File: config.mk
export PLATFORM = sky130hd
export DESIGN_NAME = store_formatter
export DESIGN_NICKNAME = d
export VERILOG_FILES = /design/src/rtl/store_pkg.sv /design/src/rtl/store_lane_mux.sv /design/src/rtl/store_formatter.sv
export SDC_FILE = /design/constraint.sdc
export NUM_CORES = 1
export LEC_CHECK = 0
export BUFFER_PORTS_ARGS = -buffer_cell sky130_fd_sc_hd__buf_4
export CORE_UTILIZATION = 42
export CTS_CLUSTER_DIAMETER = 150
export DETAILED_ROUTE_END_ITERATION = 6
export HOLD_SLACK_MARGIN = 0.1
export PLACE_DENSITY = 0.75
export SYNTH_ARGS = -nofsm -noshare
export SYNTH_HDL_FRONTEND = slang
export SYNTH_SLANG_ARGS = --single-unit
File: constraint.sdc
create_clock -name clk -period 2.5 [get_ports clk]
set_input_delay 0.5 -clock clk [delete_from_list [all_inputs] [get_ports clk]]
set_output_delay 0.5 -clock clk [all_outputs]
set_load 0.005 [all_outputs]
File: src/rtl/store_pkg.sv
// Shared encodings for the store formatter: access sizes, FSM states and timeout.
package store_pkg;

  typedef enum logic [1:0] {
    SZ_BYTE = 2'b00,
    SZ_HALF = 2'b01,
    SZ_WORD = 2'b10,
    SZ_RSVD = 2'b11
  } size_e;

  typedef enum logic {
    ST_IDLE = 1'b0,
    ST_REQ  = 1'b1
  } state_e;

  localparam int unsigned TIMEOUT_CYC = 16;
  localparam int unsigned CNT_W       = 4;

  // True when the register value survives truncation to the access width as a signed value.
  function automatic logic fits_signed(input logic [31:0] data, input size_e size);
    case (size)
      SZ_BYTE: return (&data[31:7]) | ~(|data[31:7]);
      SZ_HALF: return (&data[31:15]) | ~(|data[31:15]);
      default: return 1'b1;
    endcase
  endfunction

endpackage

File: src/rtl/store_lane_mux.sv
// Combinational lane placement: replicated write data, byte enables and alignment check.
module store_lane_mux
  import store_pkg::*;
(
  input  logic [1:0]  addr_lo_i,
  input  logic [1:0]  size_i,
  input  logic [31:0] data_i,
  output logic [31:0] wdata_o,
  output logic [3:0]  be_o,
  output logic        misalign_o
);

  always_comb begin
    wdata_o    = '0;
    be_o       = '0;
    misalign_o = 1'b0;
    case (size_e'(size_i))
      SZ_BYTE: begin
        wdata_o = {4{data_i[7:0]}};
        be_o    = 4'b0001 << addr_lo_i;
      end
      SZ_HALF: begin
        wdata_o    = {2{data_i[15:0]}};
        be_o       = addr_lo_i[1] ? 4'b1100 : 4'b0011;
        misalign_o = addr_lo_i[0];
      end
      SZ_WORD: begin
        wdata_o    = data_i;
        be_o       = '1;
        misalign_o = |addr_lo_i;
      end
      default: misalign_o = 1'b1;
    endcase
  end

endmodule

File: src/rtl/store_formatter.sv
// Store formatter: turns MEM-stage store requests into a held memory write request.
// Optional narrowing check enabled by defining STORE_NARROW_CHECK_EN.
module store_formatter
  import store_pkg::*;
(
  input  logic        clk,
  input  logic        reset,
  input  logic        in_valid,
  output logic        in_ready,
  input  logic [31:0] in_addr,
  input  logic [31:0] in_data,
  input  logic [1:0]  in_size,
  output logic        mem_req,
  output logic [31:0] mem_addr,
  output logic [31:0] mem_wdata,
  output logic [3:0]  mem_be,
  input  logic        mem_ack,
  output logic        done,
  output logic        exc_misalign,
  output logic        exc_timeout,
  output logic        exc_narrow
);

  state_e             state_q, state_d;
  logic [CNT_W-1:0]   cnt_q, cnt_d;
  logic [31:0]        addr_q, addr_d;
  logic [31:0]        wdata_q, wdata_d;
  logic [3:0]         be_q, be_d;
  logic               done_q, done_d;
  logic               misalign_q, misalign_d;
  logic               timeout_q, timeout_d;

  logic [31:0]        lane_wdata;
  logic [3:0]         lane_be;
  logic               lane_misalign;
  logic               accept;

  store_lane_mux u_lane_mux (
    .addr_lo_i  (in_addr[1:0]),
    .size_i     (in_size),
    .data_i     (in_data),
    .wdata_o    (lane_wdata),
    .be_o       (lane_be),
    .misalign_o (lane_misalign)
  );

  always_ff @(posedge clk or posedge reset) begin
    if (reset) begin
      state_q    <= ST_IDLE;
      cnt_q      <= '0;
      addr_q     <= '0;
      wdata_q    <= '0;
      be_q       <= '0;
      done_q     <= 1'b0;
      misalign_q <= 1'b0;
      timeout_q  <= 1'b0;
    end else begin
      state_q    <= state_d;
      cnt_q      <= cnt_d;
      addr_q     <= addr_d;
      wdata_q    <= wdata_d;
      be_q       <= be_d;
      done_q     <= done_d;
      misalign_q <= misalign_d;
      timeout_q  <= timeout_d;
    end
  end

  always_comb begin
    state_d    = state_q;
    cnt_d      = cnt_q;
    addr_d     = addr_q;
    wdata_d    = wdata_q;
    be_d       = be_q;
    done_d     = 1'b0;
    misalign_d = 1'b0;
    timeout_d  = 1'b0;
    accept     = 1'b0;
    case (state_q)
      ST_IDLE: begin
        cnt_d = '0;
        if (in_valid) begin
          if (lane_misalign) begin
            misalign_d = 1'b1;
          end else begin
            accept  = 1'b1;
            addr_d  = {in_addr[31:2], 2'b00};
            wdata_d = lane_wdata;
            be_d    = lane_be;
            state_d = ST_REQ;
          end
        end
      end
      ST_REQ: begin
        // Ack wins over timeout on the final allowed cycle.
        if (mem_ack) begin
          done_d  = 1'b1;
          cnt_d   = '0;
          state_d = ST_IDLE;
        end else if (cnt_q == CNT_W'(TIMEOUT_CYC - 1)) begin
          timeout_d = 1'b1;
          cnt_d     = '0;
          state_d   = ST_IDLE;
        end else begin
          cnt_d = cnt_q + 1'b1;
        end
      end
      default: state_d = ST_IDLE;
    endcase
  end

  // mem_req follows the state flop directly so reset clears it asynchronously.
  assign in_ready     = (state_q == ST_IDLE);
  assign mem_req      = (state_q == ST_REQ);
  assign mem_addr     = addr_q;
  assign mem_wdata    = wdata_q;
  assign mem_be       = be_q;
  assign done         = done_q;
  assign exc_misalign = misalign_q;
  assign exc_timeout  = timeout_q;

`ifdef STORE_NARROW_CHECK_EN
  logic narrow_q, narrow_d;

  always_comb begin
    narrow_d = accept & ~fits_signed(in_data, size_e'(in_size));
  end

  always_ff @(posedge clk or posedge reset) begin
    if (reset) narrow_q <= 1'b0;
    else       narrow_q <= narrow_d;
  end

  assign exc_narrow = narrow_q;
`else
  assign exc_narrow = 1'b0;
`endif

endmodule
==> results.yml, run 1 <==
run_status:
  status: "complete, no violations"
floorplanning:
  initial_core_util_pct: 43.9
  die_w_um: 89.5
  core-area_um2: 7330
  die-area_um2: 8020
  ioPinCount: 144
  die_h_um: 89.5
  rows: 31
grt:
  grt_pass1_vias: 2427
  antenna_found_initial: 0
  grt_max_degree: 67
  grt_pass1_wl_um: 11800
  grt_use_total_pct: 19.8
  grt_overflow: 0
timing:
  grt_setup_unrepaired: "no"
  hold_viol_final: 0
  setup-violations-final: 0
  tightest_slew_ns: 0.658
  slew_headroom_pct: 56.1
  fin_crit_sh_pct: 62.5
  fmax_mhz: 640
  fin_worst_skew_ns: 0.00870
  hold_slack_ns: 0.225
  setup_tns_ns: 0
  finalCriticalPeriod_ns: 1.56
  drv_slew: 0
power_and_ir_drop:
  powerDensity_nw_per_um2: 781
  p_comb_share_pct: 28.0
  pwr-share-seq_pct: 45.9
  p_int_w: 0.00259
  swShare_pct: 26.9
  pwr-share-clk_pct: 26.0
  vdd_ir_drop_max_v: 0.000398
  p_leak_nw: 2.28
  p_sw_w: 0.000952
detailed_routing:
  drt_wl_total_um: 7900
  firstDrtPassIters: 4
  num_vias: 2531
  wl_per_cell_um: 15.5
  ant_nets: 0
  drt_iter0_drc: 103
  via_per_inst: 4.95
  drc: 0
clock_tree:
  cts_root_buffer: "clkbuf_8"
  cts_inserted_buffers: 9
  postCtsSetupBuffers: 0
  clock_sinks: 74
  clk_latency_ns: 0.35
  clockBufferDepth: 2
  cts_tree: "built"
  htreeDepth: 3
  cts_resized: 0
  postCtsHoldBufs: 0
  clk_pin_slew_ns: 0.07
place:
  place_inst: 495
  finalWeightedCongestion: 0.746
  post_dp_cell_area_um2: 4340
  place.port_buffers: 140
  place_hpwl_um: 5800
synth:
  syn_area_um2: 3220
  synthCells: 269
  avgSynthCellArea_um2: 12.0
  async_flop_share_pct: 100
  yosysUniqueCellTypes: 29
  synthTopCellsByCount: "74 x dfrtp_1, 28 x a21oi_1, 25 x mux2_2"
  yosysTopAreaCell: "dfrtp_1"
  synth-edff-count: 0
  dominantRegCellSynth: "dfrtp_1"
  yosysMostFrequentCell: "dfrtp_1"
  synth-warning-count: 0
  synth-seq-area-share_pct: 57.5
  synth-seq-cells: 74
  yosysTopAreaCellShare_pct: 57.5
  synth_area_leaders: "dfrtp_1 58%, mux2_2 8.7%, mux2_4 6.5%"
layout:
  drive_gt1_share_pct: 49.5
  fillers: 601
  final_cells: 511
  final_area_um2: 4530
  syn_to_final_growth_pct: 40.8
  final_core_util_pct: 61.8
  nets: 478
  diodes: 0
setup_path:
  cp_top_family: "buffers and inverters"
  slowest_stage: "mux2_2"
  ff2ff_path_depth: 4
  r2r-start: "mem_req$_DFF_PP0_"
  worst_setup_path_end_kind: "flop"
  critPathRequiredTime_ns: 2.73
  ff2ff_setup_slack_ns: 0.96
  arrival_ns: 1.79
  path_cells: "buf_4 > a21oi_1 > o21bai_4 > buf_4 > mux2_2"
  start_kind: "primary input"
  critical_path_class: "in -> reg"
  crit_fanout: 28
  path_buf_inv: 2
  slowest_delay_ns: 0.38
  cpMostUsedCell: "buf_4"
  r2r-end: "mem_addr[18]$_DFFE_PP0P_"
flow_run:
  maxCapViolations: 0
worst_hold_path:
  min-delay-path-class: "in -> async"
## worst reg2reg max path: cells and delay by family, from the launching register on
kind,cells,cell delay [ns]
AO/OA/AOI/OAI,1,0.16
buffers and inverters,1,0.32
flip-flops,1,0.39
multiplexers,1,0.39
AND/OR/NAND/NOR,1,0.18
## kinds of logic (layout without fill, tap and decap cells)
group	after synthesis	in the layout	share of synthesized area, %
other	1	3	0.117
DFF	74	74	57.5
muxes	47	47	17.8
AOI/OAI and AO/OA	61	61	10.8
adders and majority gates	1	1	0.389
xor gates and xnor gates	1	1	0.272
buffers and inverters	32	173	5.33
and+or+nand+nor	52	52	7.78
## cell type report
class	count	area, um^2	area share, %
multi-input combinational	165	1210	26.8
tap	99	124	2.73
inverter	12	46.3	1.02
sequential	74	1850	40.9
timing repair buffer	145	1100	24.3
clock inverter	5	53.8	1.19
clock buffer	11	141	3.12
## power by group through the flow
stage	sequential (W)	combinational, W	clock [W]
after global routing	0.00166	0.00109	0.000993
after CTS	0.00163	0.00101	0.000945
after global placement	0.00163	0.000977	0
after floorplan	0.00165	0.000388	0
final	0.00163	0.000992	0.000921
after detailed placement	0.00165	0.00101	0
## state kept, by name, indices dropped and copies added (netlist names)
register / cells
mem_be: 4
mem_wdata: 32
cnt_q: 4
mem_req: 1
exc_timeout: 1
mem_addr: 30
done: 1
exc_misalign: 1
## stage by stage
| step | setup WS, ns | power [W] |
|---|---|---|
| floorplan | 0.118 | 0.00204 |
| global placement | 0.618 | 0.00261 |
| detailed placement | 0.571 | 0.00265 |
| CTS | 0.936 | 0.00358 |
| global route | 0.847 | 0.00375 |
| finish | 0.936 | 0.00354 |
## placed cells by master, fill, tap and decap left out, types with 2 or more instances in the layout
cell type	netlist	layout
buf_4	3	144
nor2_1	15	15
clkbuf_8	0	10
conb_1	1	3
a211oi_1	8	8
a21oi_1	28	28
nor2b_1	9	8
mux2_2	25	25
o21ai_0	19	19
dfrtp_1	74	74
a21o_1	2	2
clkinv_2	0	4
mux2_4	14	14
mux2i_1	8	8
inv_1	12	11
nand2_1	19	19
nand2b_1	4	4
## layer usage
layer | GRT usage, % | part of all wire, % | up-vias
li1 | - | - | 1194
met1 | 24.7 | 41 | 1226
met2 | 31.4 | 49 | 93
met3 | 6.93 | 7.5 | 18
met4 | 8.51 | 1.8 | 0
met5 | 0 | 0 | -
## how the worst max path moves through the flow
stage,startpoint,to,slack [ns],depth (start not counted)
2_1_floorplan,reset,cnt_q[0]$_DFF_PP0_,0.12,1
3_3_place_gp,in_size[0],mem_addr[24]$_DFFE_PP0P_,0.62,5
3_5_place_dp,in_size[0],mem_addr[18]$_DFFE_PP0P_,0.57,5
4_1_cts,mem_req$_DFF_PP0_,mem_addr[18]$_DFFE_PP0P_,0.94,4
5_1_grt,mem_req$_DFF_PP0_,mem_addr[18]$_DFFE_PP0P_,0.85,4
6_report,in_size[0],mem_addr[18]$_DFFE_PP0P_,0.94,5
No activity file was read; power rests on OpenSTA's default activity.
==> run 2, diff against run 1 <==
- CORE_UTILIZATION: 42 -> 47
- PLACE_DENSITY: 0.75 -> 0.8
- clock period: 2.5 -> 1.5 ns (I/O delays scaled with it)
==> run 2 against run 1 <==
Against the previous run: utilization up 11 points; sequential power increased by 66%; clock power grew 110%; clock skew fell by 0.0025 ns; flip-flop and latch count unchanged; non-clock buffer count grew 11; critical path type is now reg -> reg; global-route usage grew 3.0 points; the flow now finishes with violations (design-rule violations); count of clock-buffer cells in the layout decreased by 1; die area is 10% lower; cell count down 2.2%.
==> results.yml, run 2 (same netlist as run 1, synthesis figures left out) <==
floorplanning:
  rows: 29
  die_h_um: 84.7
  die_w_um: 84.7
  ioPinCount: 144
  die-area_um2: 7180
  initial_core_util_pct: 49.5
  core-area_um2: 6490
place:
  post_dp_cell_area_um2: 4440
  place_inst: 483
  place.port_buffers: 140
  place_hpwl_um: 5760
  finalWeightedCongestion: 0.746
clock_tree:
  cts_tree: "built"
  clk_pin_slew_ns: 0.08
  clock_sinks: 74
  clk_latency_ns: 0.35
  cts_root_buffer: "clkbuf_8"
  clockBufferDepth: 2
  htreeDepth: 3
  cts_inserted_buffers: 9
  postCtsSetupBuffers: 0
flow_run:
  maxCapViolations: 0
layout:
  diodes: 0
  nets: 489
  drive_gt1_share_pct: 50.8
  largest_register_ffs: 32
  final_core_util_pct: 72.4
  layout_common_cells: "149 x buf_4, 74 x dfrtp_1, 28 x a21oi_1"
  final_common_cell: "buf_4"
  syn_to_final_growth_pct: 46.1
  layout.area.seq_um2: 1850
  final_cells: 500
  fillers: 490
  final_area_um2: 4700
  multiInputGateArea_um2: 1210
grt:
  grt_max_degree: 40
  grt_use_total_pct: 22.8
  grt_overflow: 0
  grt_pass1_vias: 2558
  grt_pass1_wl_um: 12500
  antenna_found_initial: 0
timing:
  hold_slack_ns: 0.167
  tightest_slew_ns: 0.535
  finalCriticalPeriod_ns: 1.38
  slew_headroom_pct: 64.2
  setup_tns_ns: 0
  drv_slew: 0
  setup-violations-final: 0
  fin_crit_sh_pct: 91.7
  hold_viol_final: 0
  fmax_mhz: 727
  fin_worst_skew_ns: 0.00616
  grt_setup_unrepaired: "no"
power_and_ir_drop:
  p_leak_nw: 2.37
  powerDensity_nw_per_um2: 1350
  vdd_ir_drop_max_v: 0.000963
detailed_routing:
  ant_nets: 0
  drc: 10
  wl_per_cell_um: 15.6
  firstDrtPassIters: 7
  via_per_inst: 5.07
  drt_iter0_drc: 103
  drt_wl_total_um: 7780
  num_vias: 2533
setup_path:
  path_cells: "nand2b_1 > o21bai_4 > buf_12 > a211oi_1 > a21oi_1"
  worst_setup_path_end_kind: "flop"
  critPathRequiredTime_ns: 1.72
  arrival_ns: 1.60
  slowest_delay_ns: 0.38
  slowest_stage: "dfrtp_1"
  critical_path_class: "reg -> reg"
  start_kind: "flop"
  crit_fanout: 39
run_status:
  status: "complete, but fails checks"
  violations: "design-rule violations"
worst_hold_path:
  min-delay-path-class: "in -> reg"
## run 2: stage by stage
stage          setup slack, ns  total power [W]
2_1_floorplan           0.0349          0.00340
3_3_place_gp           -0.0315          0.00439
3_5_place_dp           -0.0570          0.00446
4_1_cts                 0.0460          0.00638
5_1_grt                 0.0250          0.00663
6_report                 0.125          0.00632
## run 2: final timing paths
path | from | end | slack, ns | depth (start not counted)
min in group asynchronous | reset | mem_wdata[9]$_DFFE_PP0P_ | 0.55 | 3
worst max register to register | mem_req$_DFF_PP0_ | mem_wdata[13]$_DFFE_PP0P_ | 0.12 | 5
worst min register to register | mem_be[0]$_DFFE_PP0P_ | mem_be[0]$_DFFE_PP0P_ | 0.48 | 1
worst min-delay path | mem_ack | done$_DFF_PP0_ | 0.17 | 2
worst max-delay path | mem_req$_DFF_PP0_ | mem_wdata[13]$_DFFE_PP0P_ | 0.12 | 5
max in group asynchronous | reset | mem_wdata[2]$_DFFE_PP0P_ | 0.46 | 4
## run 2: critical path: cells and delay by family (launching register included)
| kind | cells | cell delay [ns] |
|---|---|---|
| and+or+nand+nor | 1 | 0.15 |
| AOI/OAI and AO/OA | 3 | 0.53 |
| DFF | 1 | 0.38 |
| buffers and inverters | 1 | 0.19 |
## run 2: routing by layer
metal	GRT usage, %	routed length [um]
met2	38.2	3870
met5	0	0
met3	7.57	535
met4	6.63	109
met1	28.2	3270
## run 2: power by group
part	leakage (nW)	internal [W]	switching (W)
clock	0.119	0.00115	0.000764
combinational	1.35	0.00109	0.000614
sequential	0.901	0.00245	0.000250
## run 2: what timing repair did
action	CTS	global route
gates resized for setup	0	1
setup endpoints to repair	0	14
hold endpoints to repair	17	0
hold buffers	1	0
## run 2: cell type report
type,count,share of cell area (%)
Multi-Input combinational cell,165,25.8
Clock buffer,10,2.93
Sequential cell,74,39.4
Inverter,12,1.04
Clock inverter,6,2.42
Tap cell,77,2.05
Timing Repair Buffer,156,26.4
==> run 3, diff against run 2 <==
- PLACE_DENSITY: 0.8 -> 0.79
- SYNTH_HIERARCHICAL: default -> 1
==> run 3 against run 2 <==
Against the previous run: the flow now finishes without violations; power rose by 0.28%; flip-flop and latch count did not move; clock skew fell by 0.0011 ns; via count rose by 2.8%; wire length rose by 1.3%; combinational power rose by 5%; count of clock-buffer cells in the layout did not move; non-clock buffer count did not move; area after synthesis rose by 2.8%; largest power group unchanged.
==> results.yml, run 3 <==
timing:
  fin_worst_skew_ns: 0.00508
  tightest_slew_ns: 0.649
  grt_setup_unrepaired: "no"
  fin_crit_sh_pct: 95.6
  slew_headroom_pct: 56.6
  drv_slew: 0
  hold_slack_ns: 0.167
  finalCriticalPeriod_ns: 1.43
  hold_viol_final: 0
  fmax_mhz: 697
  setup-violations-final: 0
grt:
  grt_max_degree: 47
  grt_pass1_wl_um: 12500
  antenna_found_initial: 0
  grt_use_total_pct: 22.2
  grt_overflow: 0
  grt_pass1_vias: 2703
floorplanning:
  rows: 30
  die-area_um2: 7380
  core-area_um2: 6790
  die_h_um: 85.9
  initial_core_util_pct: 48.7
  die_w_um: 85.9
  ioPinCount: 144
layout:
  final_core_util_pct: 71.0
  fillers: 503
  nets: 482
  drive_gt1_share_pct: 52.0
  syn_to_final_growth_pct: 45.8
  layout.area.seq_um2: 1850
  diodes: 0
  largest_register_ffs: 32
  final_area_um2: 4820
  final_common_cell: "buf_4"
  multiInputGateArea_um2: 1340
  layout_common_cells: "148 x buf_4, 74 x dfrtp_1, 37 x mux2_2"
detailed_routing:
  drc: 0
  drt_wl_total_um: 7870
  firstDrtPassIters: 4
  wl_per_cell_um: 15.4
  num_vias: 2603
  drt_iter0_drc: 97
  ant_nets: 0
  via_per_inst: 5.09
setup_path:
  worst_setup_path_end_kind: "flop"
  arrival_ns: 1.66
  ff2ff_setup_slack_ns: 0.07
  cp-startpoint: "mem_req$_DFF_PP0_"
  r2r-start: "mem_req$_DFF_PP0_"
  critical_path_class: "reg -> reg"
  crit_fanout: 17
  ff2ff_path_depth: 4
  start_kind: "flop"
  r2r-end: "mem_addr[6]$_DFFE_PP0P_"
  critPathRequiredTime_ns: 1.72
place:
  finalWeightedCongestion: 0.784
  place_hpwl_um: 5950
  post_dp_cell_area_um2: 4580
  place.port_buffers: 140
clock_tree:
  cts_inserted_buffers: 9
  clock_sinks: 74
  clk_latency_ns: 0.34
  clockBufferDepth: 2
  cts_root_buffer: "clkbuf_8"
  clk_pin_slew_ns: 0.08
  cts_tree: "built"
  htreeDepth: 3
synth:
  synthCells: 260
  async_flop_share_pct: 100
  synth-edff-count: 0
  yosysTopAreaCell: "dfrtp_1"
  synthTopCellsByCount: "74 x dfrtp_1, 37 x mux2_2, 29 x mux2_1"
  synth-seq-cells: 74
  yosysUniqueCellTypes: 30
  avgSynthCellArea_um2: 12.7
  yosysTopAreaCellShare_pct: 56.0
  synth-warning-count: 6
  dominantRegCellSynth: "dfrtp_1"
  synth_area_leaders: "dfrtp_1 56%, mux2_2 13%, mux2_1 9.9%"
  syn_area_um2: 3310
  yosysMostFrequentCell: "dfrtp_1"
  synth-seq-area-share_pct: 56.0
worst_hold_path:
  min_from: "in_addr[23]"
  hold_depth: 2
  min-delay-path-class: "in -> reg"
  holdPathEnd: "mem_addr[23]$_DFFE_PP0P_"
power_and_ir_drop:
  p_leak_nw: 2.36
  powerDensity_nw_per_um2: 1310
  vdd_ir_drop_max_v: 0.000744
flow_run:
  maxCapViolations: 0
run_status:
  status: "complete, no violations"
run 3: final cells by class:
class                   instances  share of cell area, %
flip-flops and latches         74                   38.4
multi-input cells             165                   27.7
repair buffers                156                   26.1
clock buffers                  10                   2.65
well taps                      96                   2.49
clock inverters                 5                   2.15
inverters                       5                  0.467
run 3: worst max-delay path, cell delays in order, from the launching register on:
cell     delay (ns)
dfrtp_1        0.41
nor3b_4        0.22
buf_12         0.18
buf_12         0.16
mux2_2         0.34
run 3: worst max-delay path by stage:
stage	end	cells past startpoint
6_report	mem_addr[6]$_DFFE_PP0P_	4
5_1_grt	mem_addr[6]$_DFFE_PP0P_	4
3_5_place_dp	mem_addr[6]$_DFFE_PP0P_	7
4_1_cts	mem_addr[6]$_DFFE_PP0P_	4
2_1_floorplan	mem_addr[21]$_DFFE_PP0P_	8
3_3_place_gp	mem_addr[6]$_DFFE_PP0P_	7
run 3: metal layers:
layer / vias to the layer above / wire length, um / global-route usage [%]
met5: - / 0 / 0
met3: 15 / 599 / 5.39
li1: 1198 / - / -
met2: 126 / 3890 / 37.5
met1: 1264 / 3200 / 26.9
met4: 0 / 180 / 10.0
run 3: cell families after synthesis:
| family | after synthesis | share of synthesized area [%] |
|---|---|---|
| XOR/XNOR | 1 | 0.265 |
| AO/OA/AOI/OAI | 51 | 8.85 |
| buffers and inverters | 23 | 4.69 |
| adder cells (fa/ha/maj) | 1 | 0.378 |
| other | 1 | 0.113 |
| multiplexers | 67 | 22.8 |
| AND/OR/NAND/NOR | 42 | 6.96 |
| flip-flops | 74 | 56.0 |
run 3: power by group:
group	leakage [nW]	total (W)	internal, W	switching (W)
logic	1.33	0.00179	0.00117	0.000617
clock network	0.116	0.00181	0.00110	0.000717
registers	0.909	0.00274	0.00248	0.000261
total	2.36	0.00634	0.00475	0.00159
run 3: what timing repair did:
action	in CTS	in global routing
buffers inserted	0	0
hold endpoints to repair	74	0
hold buffers	1	0
gates resized for setup	0	0
run 3: metrics by stage:
stage          std cells  total power (W)  setup TNS (ns)  setup WS, ns
2_1_floorplan        262          0.00345           -8.66        -0.187
3_3_place_gp         495          0.00451           -9.14        -0.167
3_5_place_dp         495          0.00458          -10.59        -0.194
4_1_cts              511          0.00641               0        0.0637
5_1_grt              511          0.00667               0       0.00118
6_report             511          0.00634               0        0.0653
